--- src/rtl/mc_fifo_pkg.sv ---
`default_nettype none
// ============================================================================
// mc_fifo_pkg : width helpers and per-channel status type for mc_fifo
// Revision    : 1.0
// ============================================================================
package mc_fifo_pkg;

    function automatic int ch_width(input int n);
        return (n > 1) ? $clog2(n) : 1;
    endfunction

    function automatic int ptr_width(input int d);
        return (d > 1) ? $clog2(d) : 1;
    endfunction

    function automatic int cnt_width(input int d);
        return $clog2(d + 1);
    endfunction

    typedef struct packed {
        logic full;
        logic a_full;
        logic empty;
        logic a_empty;
        logic overflow;
        logic underflow;
    } ch_status_t;

endpackage
`default_nettype wire

--- src/rtl/mc_fifo_ch_ctrl.sv ---
`default_nettype none
// ============================================================================
// mc_fifo_ch_ctrl : pointers, occupancy, status and sticky errors of one channel
// Revision        : 1.0
// ============================================================================
module mc_fifo_ch_ctrl
    import mc_fifo_pkg::*;
#(
    parameter int   DEPTH       = 8,
    parameter int   A_FULL_THR  = 6,
    parameter int   A_EMPTY_THR = 2,
    localparam int  PTR_W       = ptr_width(DEPTH),
    localparam int  CNT_W       = cnt_width(DEPTH)
) (
    input  logic             clk,
    input  logic             reset_n,
    input  logic             i_wr_req,
    input  logic             i_rd_req,
    input  logic             i_flush,
    input  logic             i_err_clr,
    output logic             o_wr_acc,
    output logic [PTR_W-1:0] o_wptr,
    output logic [PTR_W-1:0] o_rptr,
    output logic [CNT_W-1:0] o_count,
    output ch_status_t       o_status
);

    logic [PTR_W-1:0] r_wptr;
    logic [PTR_W-1:0] r_rptr;
    logic [CNT_W-1:0] r_cnt;
    logic             r_ovf;
    logic             r_unf;
    logic             w_full;
    logic             w_empty;
    logic             w_wr_acc;
    logic             w_rd_acc;

    function automatic logic [PTR_W-1:0] next_ptr(input logic [PTR_W-1:0] p);
        return (p == PTR_W'(DEPTH - 1)) ? '0 : p + 1'b1;
    endfunction

    assign w_full   = (r_cnt == CNT_W'(DEPTH));
    assign w_empty  = (r_cnt == '0);
    // A full channel rejects writes even when a same-cycle read frees a slot
    assign w_wr_acc = i_wr_req && !w_full  && !i_flush;
    assign w_rd_acc = i_rd_req && !w_empty && !i_flush;

    always_ff @(posedge clk or negedge reset_n) begin
        if (!reset_n) begin
            r_wptr <= '0;
            r_rptr <= '0;
            r_cnt  <= '0;
        end else if (i_flush) begin
            r_wptr <= '0;
            r_rptr <= '0;
            r_cnt  <= '0;
        end else begin
            if (w_wr_acc) r_wptr <= next_ptr(r_wptr);
            if (w_rd_acc) r_rptr <= next_ptr(r_rptr);
            case ({w_wr_acc, w_rd_acc})
                2'b10:   r_cnt <= r_cnt + 1'b1;
                2'b01:   r_cnt <= r_cnt - 1'b1;
                default: r_cnt <= r_cnt;
            endcase
        end
    end

    // A new error in the same cycle as err_clr takes precedence over the clear
    always_ff @(posedge clk or negedge reset_n) begin
        if (!reset_n) begin
            r_ovf <= 1'b0;
            r_unf <= 1'b0;
        end else begin
            if (i_wr_req && w_full && !i_flush) r_ovf <= 1'b1;
            else if (i_err_clr)                 r_ovf <= 1'b0;
            if (i_rd_req && w_empty && !i_flush) r_unf <= 1'b1;
            else if (i_err_clr)                  r_unf <= 1'b0;
        end
    end

    assign o_wr_acc           = w_wr_acc;
    assign o_wptr             = r_wptr;
    assign o_rptr             = r_rptr;
    assign o_count            = r_cnt;
    assign o_status.full      = w_full;
    assign o_status.a_full    = (int'(r_cnt) >= A_FULL_THR);
    assign o_status.empty     = w_empty;
    assign o_status.a_empty   = (int'(r_cnt) <= A_EMPTY_THR);
    assign o_status.overflow  = r_ovf;
    assign o_status.underflow = r_unf;

endmodule
`default_nettype wire

--- src/rtl/mc_fifo.sv ---
`default_nettype none
// ============================================================================
// mc_fifo : NUM_CH independent FIFOs sharing one storage array, show-ahead read
// Revision : 1.0
// ============================================================================
module mc_fifo
    import mc_fifo_pkg::*;
#(
    parameter int   DATA_W      = 8,
    parameter int   DEPTH       = 8,
    parameter int   NUM_CH      = 4,
    parameter int   A_FULL_THR  = 6,
    parameter int   A_EMPTY_THR = 2,
    localparam int  CH_W        = ch_width(NUM_CH),
    localparam int  PTR_W       = ptr_width(DEPTH),
    localparam int  CNT_W       = cnt_width(DEPTH)
) (
    input  logic                    clk,
    input  logic                    reset_n,
    input  logic                    write_en,
    input  logic [CH_W-1:0]         write_ch,
    input  logic [DATA_W-1:0]       write_data,
    output logic                    write_ack,
    input  logic                    read_en,
    input  logic [CH_W-1:0]         read_ch,
    output logic [DATA_W-1:0]       read_data,
    output logic                    read_valid,
    input  logic                    flush,
    input  logic [CH_W-1:0]         flush_ch,
    input  logic                    err_clr,
    output logic [NUM_CH-1:0]       full,
    output logic [NUM_CH-1:0]       A_full,
    output logic [NUM_CH-1:0]       empty,
    output logic [NUM_CH-1:0]       A_empty,
    output logic [NUM_CH*CNT_W-1:0] count,
    output logic [NUM_CH-1:0]       overflow,
    output logic [NUM_CH-1:0]       underflow
);

    logic [DATA_W-1:0] r_mem  [NUM_CH][DEPTH];
    logic [PTR_W-1:0]  w_wptr [NUM_CH];
    logic [PTR_W-1:0]  w_rptr [NUM_CH];
    logic [NUM_CH-1:0] w_wr_req;
    logic [NUM_CH-1:0] w_rd_req;
    logic [NUM_CH-1:0] w_flush;
    logic [NUM_CH-1:0] w_wr_acc;
    logic [DATA_W-1:0] w_rd_data;
    logic              w_rd_valid;

    // Channel decode by equality leaves out-of-range indices matching nothing
    for (genvar c = 0; c < NUM_CH; c++) begin : g_ch
        ch_status_t w_st;

        assign w_wr_req[c] = write_en && (write_ch == CH_W'(c));
        assign w_rd_req[c] = read_en  && (read_ch  == CH_W'(c));
        assign w_flush[c]  = flush    && (flush_ch == CH_W'(c));

        mc_fifo_ch_ctrl #(
            .DEPTH       (DEPTH),
            .A_FULL_THR  (A_FULL_THR),
            .A_EMPTY_THR (A_EMPTY_THR)
        ) u_ctrl (
            .clk       (clk),
            .reset_n   (reset_n),
            .i_wr_req  (w_wr_req[c]),
            .i_rd_req  (w_rd_req[c]),
            .i_flush   (w_flush[c]),
            .i_err_clr (err_clr),
            .o_wr_acc  (w_wr_acc[c]),
            .o_wptr    (w_wptr[c]),
            .o_rptr    (w_rptr[c]),
            .o_count   (count[c*CNT_W +: CNT_W]),
            .o_status  (w_st)
        );

        assign full[c]      = w_st.full;
        assign A_full[c]    = w_st.a_full;
        assign empty[c]     = w_st.empty;
        assign A_empty[c]   = w_st.a_empty;
        assign overflow[c]  = w_st.overflow;
        assign underflow[c] = w_st.underflow;
    end

    assign write_ack = |w_wr_acc;

    always_ff @(posedge clk) begin
        for (int c = 0; c < NUM_CH; c++) begin
            if (w_wr_acc[c]) r_mem[c][w_wptr[c]] <= write_data;
        end
    end

    always_comb begin
        w_rd_data  = '0;
        w_rd_valid = 1'b0;
        for (int c = 0; c < NUM_CH; c++) begin
            if ((read_ch == CH_W'(c)) && !empty[c]) begin
                w_rd_valid = 1'b1;
                w_rd_data  = r_mem[c][w_rptr[c]];
            end
        end
    end

    assign read_data  = w_rd_data;
    assign read_valid = w_rd_valid;

endmodule
`default_nettype wire

--- config.mk ---
export PLATFORM = sky130hd
export DESIGN_NAME = mc_fifo
export DESIGN_NICKNAME = d
export VERILOG_FILES = /design/src/rtl/mc_fifo_pkg.sv /design/src/rtl/mc_fifo_ch_ctrl.sv /design/src/rtl/mc_fifo.sv
export SDC_FILE = /design/constraint.sdc
export NUM_CORES = 1
export LEC_CHECK = 0
export CORE_AREA = 2 2 256 182
export CTS_BUF_LIST = sky130_fd_sc_hd__clkbuf_8
export DETAILED_ROUTE_END_ITERATION = 8
export DIE_AREA = 0 0 258 184
export GPL_ROUTABILITY_DRIVEN = 1
export HOLD_SLACK_MARGIN = 0.1
export SLEW_MARGIN = 20
export SYNTH_ARGS = -nofsm -noshare
export SYNTH_HDL_FRONTEND = slang
export SYNTH_HIERARCHICAL = 1
export SYNTH_SLANG_ARGS = --single-unit
--- constraint.sdc ---
create_clock -name clk -period 2.3 [get_ports clk]
set_clock_uncertainty 0.05 [all_clocks]
set_input_delay 0.46 -clock clk [delete_from_list [all_inputs] [get_ports clk]]
set_output_delay 0.46 -clock clk [all_outputs]
set_load 0.02 [all_outputs]
==> impl_metrics.csv, run 1 <==
group,metric,value,unit
run_status,status,"complete, but fails checks",
run_status,violations,"negative setup slack",
synthesis,avgSynthCellArea,16.5,µm²
power_and_ir_drop,p_per_area,1060,nW/µm²
clock_tree,clockBufferDepth,3,
sta,fin_crit_sh,1.36,
critical_path,critPathMaxFanout,5,
synthesis,synth_async_sr_flop_share,0.158,
drt,drt-initial-drc-count,631,
sta,post-route-min-period,3.12,ns
critical_path,path_common_cell,"buf_6",
synthesis,synth_seq_area_share,0.664,
placed_design,place_congestion,0.843,
clock_tree,clk_latency,0.58,ns
sta,layout_setup_ws,-0.819,ns
clock_tree,cts_buffers,45,
grt,antenna_found_initial,0,
sta,max_freq,321,MHz
placed_design,dpl_cell_area,16100,µm²
critical_path,max_stage_delay,0.57,ns
synthesis,syn_nets,856,
sta,rsz0062_at_grt,"yes",
final_layout,multi_input_area,4440,µm²
synthesis,synth_cells,812,
critical_path,r2r_slack,-0.66,ns
drt,first_pass_iters,5,
floorplan,dieArea,47500,µm²
grt,grt_max_degree,49,
synthesis,synth_area,13400,µm²
clock_tree,root_buffer,"clkbuf_8",
sta,hold_viol,0,
synthesis,synth-simple-area-share,0.0839,
final_layout,antenna_cells,0,
floorplan,start_util,0.299,
floorplan,row_count,65,
critical_path,worstPathRequired,1.79,ns
critical_path,crit_arrival,2.61,ns
drt,drcViolationCount,0,
final_layout,register_area,8900,µm²
synthesis,synth_top_family_by_area,"multiplexers",
final_layout,drive_above_1_share,0.398,
clock_tree,h-tree-depth,2,
drt,totalWireLength,33.1,mm
placed_design,port_buffers,69,
critical_path,critPathSlowestCell,"or4_4",
sta,slew_headroom,0.544,
final_layout,syn_to_final_growth,31.4,%
final_layout,final_cell_count_no_fill,1734,
synthesis,synth_flop_cell,"edfxtp_1",
synthesis,synth-seq-cells,304,
grt,track_usage,0.137,
grt,grt_first_pass_wirelength,49.0,mm
floorplan,coreArea,44800,µm²
floorplan,die_y,184,µm
drt,avgViaCountPerCell,4.82,
drt,vias,8358,
floorplan,dieWidth,258,µm
drt,post_drt_wl_per_cell,19.1,µm
critical_path,startpoint_type,"register",
grt,grt_pass1_vias,8257,
sta,finalSetupViolCount,31,
placed_design,dpl.hpwl,22.1,mm
sta,tightest_slew,0.684,ns
synthesis,synth_cell_types,51,
hold_path,hp-class,"reg -> reg",
grt,overflow,0,
final_layout,layout.nets,1141,
synthesis,synth_fa_ha_area_frac,0.0224,
synthesis,synth_compound_area_frac,0.0644,
synthesis,synth_edf_count,256,
floorplan,ios,70,
critical_path,path_cells,"or4_4 > inv_4 > buf_6 > nor4b_4 > buf_4 > a22o_4 > nor2_4 > a22oi_2 > buf_6",
power_and_ir_drop,peakVddDrop,0.449,mV
synthesis,synth_xor_area_frac,0.00262,
critical_path,end_kind,"output pin",
clock_tree,clock_sinks,304,
power_and_ir_drop,leakage,0.00643,µW
final_layout,fill_cells,4120,
final_layout,fin_area,17600,µm²
drt,ant_nets,0,
critical_path,critical_path_class,"reg -> out",
synthesis,ys_warn_count,6,
flow_run,cap_viol_max_count,0,
sta,maxSlewViolCount,0,
clock_tree,path_clk_slew,0.07,ns
clock_tree,cts_tree,"done",
placed_design,dpl.cell_count,1623,
synthesis,synthMuxAreaShare,0.127,
==> worst max-delay path: cells and delay by family (launching register included) <==
family / cells / cell delay, ns
DFF: 1 / 0.41
AOI/OAI and AO/OA: 2 / 0.36
buffers and inverters: 4 / 0.52
and+or+nand+nor: 3 / 0.75
==> registers in the layout (all words and copies together), names as in the netlist <==
name                 cells
g_ch.u_ctrl/o_wptr      12
g_ch.u_ctrl/o_rptr      12
r_mem                  256
g_ch.u_ctrl/o_count     16
g_ch.u_ctrl/r_ovf        4
g_ch.u_ctrl/r_unf        4
==> cell families (layout without fill, tap and decap cells) <==
kind of cell	count (synthesis)	count (layout)
multiplexers	87	87
AO/OA/AOI/OAI	123	123
buffers and inverters	73	392
adder cells (fa/ha/maj)	24	24
AND/OR/NAND/NOR	197	197
XOR/XNOR	4	4
flip-flops	304	304
==> final cells by class <==
cell class,count,area share
flip-flops and latches,304,0.506
inverters,20,0.00526
multi-input cells,435,0.252
clock inverters,36,0.0105
repair buffers,291,0.148
well taps,603,0.0429
clock buffers,45,0.0352
==> synthesized netlist by cell type, types with 14 or more instances <==
master / n / area [µm²]
edfxtp_1: 256 / 7690
nand2_1: 49 / 184
dfrtp_1: 48 / 1200
mux4_2: 45 / 1010
nor2_1: 38 / 143
a21oi_1: 33 / 165
ha_1: 24 / 300
nand2b_1: 21 / 131
mux2i_1: 20 / 200
buf_4: 19 / 143
a22oi_1: 16 / 120
inv_1: 16 / 60.1
mux4_1: 16 / 420
nor3_1: 16 / 80.1
o21ai_0: 14 / 70.1
==> final timing paths <==
kind	from	to	cells past startpoint
max in group asynchronous	reset_n	g_ch[3].u_ctrl/o_count[1]	3
worst max register to register	g_ch[1].u_ctrl/o_count[0]	g_ch[1].u_ctrl/o_count[2]	12
worst min-delay path	g_ch[0].u_ctrl/r_ovf	g_ch[0].u_ctrl/r_ovf	2
min in group asynchronous	reset_n	g_ch[0].u_ctrl/o_count[3]	3
worst min register to register	g_ch[0].u_ctrl/r_ovf	g_ch[0].u_ctrl/r_ovf	2
worst max-delay path	g_ch[1].u_ctrl/o_count[0]	read_data[7]	9
==> power breakdown <==
group	switching [µW]	internal [µW]	total (µW)	leakage, µW
clock network	2080	1950	4030	0.000465
registers	289	6350	6630	0.00293
logic	3840	4120	7960	0.00303
total	6210	12400	18600	0.00643
==> cell usage in the layout (no fill, tap or decap), types with 6 or more instances in the layout <==
master,netlist,layout
edfxtp_1,256,256
buf_4,19,182
mux4_2,45,48
nand2_1,49,46
clkbuf_8,0,45
buf_6,13,45
dfrtp_1,48,40
nor2_1,38,35
clkdlybuf4s50_1,0,31
a21oi_1,33,30
inv_1,16,28
nand2b_1,21,20
mux2i_1,20,16
ha_1,24,16
mux4_1,16,13
a22oi_1,16,13
buf_12,1,12
or3_1,12,11
dlygate4sd2_1,0,11
clkinv_1,0,9
nor3_1,16,8
nor3_2,0,8
o21ai_0,14,8
nand4b_1,8,8
o211ai_1,8,8
nand3b_1,8,8
nand3_1,12,8
o22ai_1,8,8
dfrtp_2,0,8
a22o_1,9,6
clkinv_2,0,6
ha_4,0,6
==> per-stage QoR <==
step                 util  setup slack, ns  TNS, ns  hold WS (ns)  power, µW
global route        0.393           -0.896   -15.15         0.507      19500
global placement    0.359           -0.792   -44.04         0.469      13700
CTS                 0.384           -0.833   -11.56         0.468      18200
floorplan               -           -0.313    -4.47         0.114      10600
finish              0.393           -0.819   -12.69         0.481      18600
detailed placement  0.359           -0.840   -51.77         0.474      13800
==> per-layer routing <==
| layer | wire length (µm) | global-route usage |
|---|---|---|
| met5 | 0 | 0 |
| met4 | 541 | 0.0347 |
| met3 | 1950 | 0.0316 |
| met2 | 14900 | 0.207 |
| met1 | 15700 | 0.198 |
==> timing repair <==
item                                   in CTS  in global routing
buffers inserted                           15                 20
resized for setup                         162                 69
hold buffers                                1                  0
endpoints found under the hold margin      48                  0
pin swaps                                  27                 31
setup endpoints to repair                  45                 39
gates cloned                                0                  0
No activity file was read; power rests on OpenSTA's default activity.
==> run 2: changes to the inputs <==
--- a/config.mk
+++ b/config.mk
@@ -5,12 +5,14 @@
 export SDC_FILE = /design/constraint.sdc
 export NUM_CORES = 1
 export LEC_CHECK = 0
+export CAP_MARGIN = 25
 export CORE_AREA = 2 2 256 182
 export CTS_BUF_LIST = sky130_fd_sc_hd__clkbuf_8
 export DETAILED_ROUTE_END_ITERATION = 8
 export DIE_AREA = 0 0 258 184
 export GPL_ROUTABILITY_DRIVEN = 1
 export HOLD_SLACK_MARGIN = 0.1
+export RECOVER_POWER = 25
 export SLEW_MARGIN = 20
 export SYNTH_ARGS = -nofsm -noshare
 export SYNTH_HDL_FRONTEND = slang
==> run 2 against run 1 <==
The run ends with max-capacitance violations, max-slew violations, negative setup slack left; via count is 0.14% lower; sequential cell count stayed put; hold slack hardly changed; die area stayed put; sequential power hardly changed; critical endpoint unchanged; clock power hardly changed; critical path type unchanged; first-iteration DRC count is 3.3% higher.
==> impl_metrics.csv, run 2 (same netlist as run 1, synthesis figures left out) <==
group,metric,value,unit
run_status,status,"complete, but fails checks",
run_status,violations,"max-capacitance violations, max-slew violations, negative setup slack",
drt,avgViaCountPerCell,4.81,
sta,slew_headroom,-0.0776,
final_layout,largest_reg_flops,256,
drt,drt-initial-drc-count,652,
hold_path,worstHoldStart,"g_ch[0].u_ctrl/r_ovf",
placed_design,dpl.hpwl,22.1,mm
clock_tree,clk_latency,0.58,ns
flow_run,cap_viol_max_count,3,
final_layout,layout.nets,1141,
sta,rsz0062_at_grt,"yes",
sta,post-route-min-period,3.12,ns
clock_tree,h-tree-depth,2,
critical_path,worstPathRequired,1.79,ns
grt,grt_max_degree,49,
floorplan,start_util,0.299,
floorplan,die_y,184,µm
sta,hold_viol,0,
critical_path,critPathMaxFanout,5,
floorplan,dieWidth,258,µm
critical_path,cp-startpoint,"g_ch[1].u_ctrl/o_count[0]",
final_layout,fin_util,0.392,
hold_path,hp-class,"reg -> reg",
final_layout,fill_cells,4122,
floorplan,coreArea,44800,µm²
critical_path,startpoint_type,"register",
power_and_ir_drop,p_per_area,1060,nW/µm²
clock_tree,path_clk_slew,0.07,ns
drt,drcViolationCount,0,
placed_design,dpl.cell_count,1623,
grt,track_usage,0.137,
critical_path,critical_path_class,"reg -> out",
clock_tree,cts_tree,"done",
power_and_ir_drop,combPwrFrac,0.427,
grt,met2_usage,0.207,
floorplan,ios,70,
critical_path,rr_startpoint,"g_ch[1].u_ctrl/o_count[0]",
power_and_ir_drop,peakVddDrop,0.450,mV
grt,global_route.usage.met1,0.198,
clock_tree,root_buffer,"clkbuf_8",
clock_tree,cts_buffers,45,
sta,layout_setup_ws,-0.817,ns
critical_path,end_kind,"output pin",
final_layout,layout_commonest_cell,"edfxtp_1",
floorplan,row_count,65,
drt,totalWireLength,33.1,mm
grt,grt_most_used_layer,"met2",
final_layout,antenna_cells,0,
sta,max_freq,321,MHz
grt,antenna_found_initial,0,
drt,post_drt_wl_per_cell,19.1,µm
sta,finalSetupViolCount,31,
drt,first_pass_iters,5,
final_layout,final_cell_count_no_fill,1734,
final_layout,syn_to_final_growth,31.2,%
placed_design,place_congestion,0.843,
power_and_ir_drop,power_switching_share,0.333,
grt,overflow,0,
drt,ant_nets,0,
power_and_ir_drop,leakage,0.00641,µW
placed_design,port_buffers,69,
power_and_ir_drop,p_switching,6200,µW
power_and_ir_drop,internal_power,12400,µW
power_and_ir_drop,clockPowerShare,0.216,
drt,vias,8346,
sta,maxSlewViolCount,99,
critical_path,crit_arrival,2.61,ns
final_layout,drive_above_1_share,0.394,
grt,use_met3,0.0316,
floorplan,dieArea,47500,µm²
sta,tightest_slew,1.62,ns
final_layout,layout_common_cells,"256 x edfxtp_1, 174 x buf_4, 48 x mux4_2",
power_and_ir_drop,p_seq_frac,0.357,
grt,grt_first_pass_wirelength,49.0,mm
clock_tree,clockBufferDepth,3,
grt,grt_pass1_vias,8257,
clock_tree,clock_sinks,304,
sta,fin_crit_sh,1.36,
==> run 2: area by class of cell <==
type	instances	area, µm²	share of cell area
sequential	304	8900	0.506
multi-input combinational	435	4440	0.253
timing repair buffer	291	2580	0.147
tap	603	754	0.0429
clock buffer	45	619	0.0352
clock inverter	36	185	0.0105
inverter	20	92.6	0.00527
==> run 2: per-stage QoR <==
step	area (µm²)	hold slack, ns	total power (µW)	TNS [ns]	setup WS (ns)
6_report	17600	0.481	18600	-12.66	-0.817
5_1_grt	17600	0.507	19500	-15.15	-0.896
4_1_cts	17200	0.468	18200	-11.56	-0.833
3_5_place_dp	16100	0.474	13800	-51.77	-0.840
3_3_place_gp	16100	0.469	13700	-44.04	-0.792
2_1_floorplan	13500	0.114	10600	-4.47	-0.313
==> run 2: power by group through the flow <==
stage | Clock (µW) | Combinational [µW] | Sequential [µW]
floorplan | 0 | 3700 | 6900
global placement | 0 | 7000 | 6720
detailed placement | 0 | 7050 | 6730
CTS | 4160 | 7450 | 6620
global route | 4400 | 8460 | 6670
finish | 4030 | 7950 | 6640
==> run 2: timing repair <==
item                                   in CTS  in global routing
setup buffers                              15                 20
cloned                                      0                  0
hold buffers                                1                  0
setup endpoints to repair                  45                 39
gates resized for setup                   162                 69
pin swaps                                  27                 31
endpoints found under the hold margin      48                  0
==> run 2: critical path: stages (launching register included) <==
cell and delay [ns]:
dfrtp_2 0.41, or4_4 0.57, inv_4 0.10, buf_6 0.10
nor4b_4 0.05, buf_4 0.16, a22o_4 0.24, nor2_4 0.13
a22oi_2 0.12, buf_6 0.16
==> run 2: metal layers <==
layer  up-vias  routed length [µm]
met1      4257               15700
met3        41                2060
met4         0                 535
met5         -                   0
li1       3794                   -
met2       254               14800
==> run 2: path summary, 6_finish.rpt <==
| kind | depth (start not counted) | slack [ns] | end |
|---|---|---|---|
| worst max register to register | 12 | -0.65 | g_ch[1].u_ctrl/o_count[2] |
| max in group asynchronous | 3 | 1.17 | g_ch[3].u_ctrl/o_count[1] |
| worst min register to register | 2 | 0.48 | g_ch[0].u_ctrl/r_ovf |
| worst min-delay path | 2 | 0.48 | g_ch[0].u_ctrl/r_ovf |
| min in group asynchronous | 3 | 0.49 | g_ch[0].u_ctrl/o_count[3] |
| worst max-delay path | 9 | -0.82 | read_data[7] |
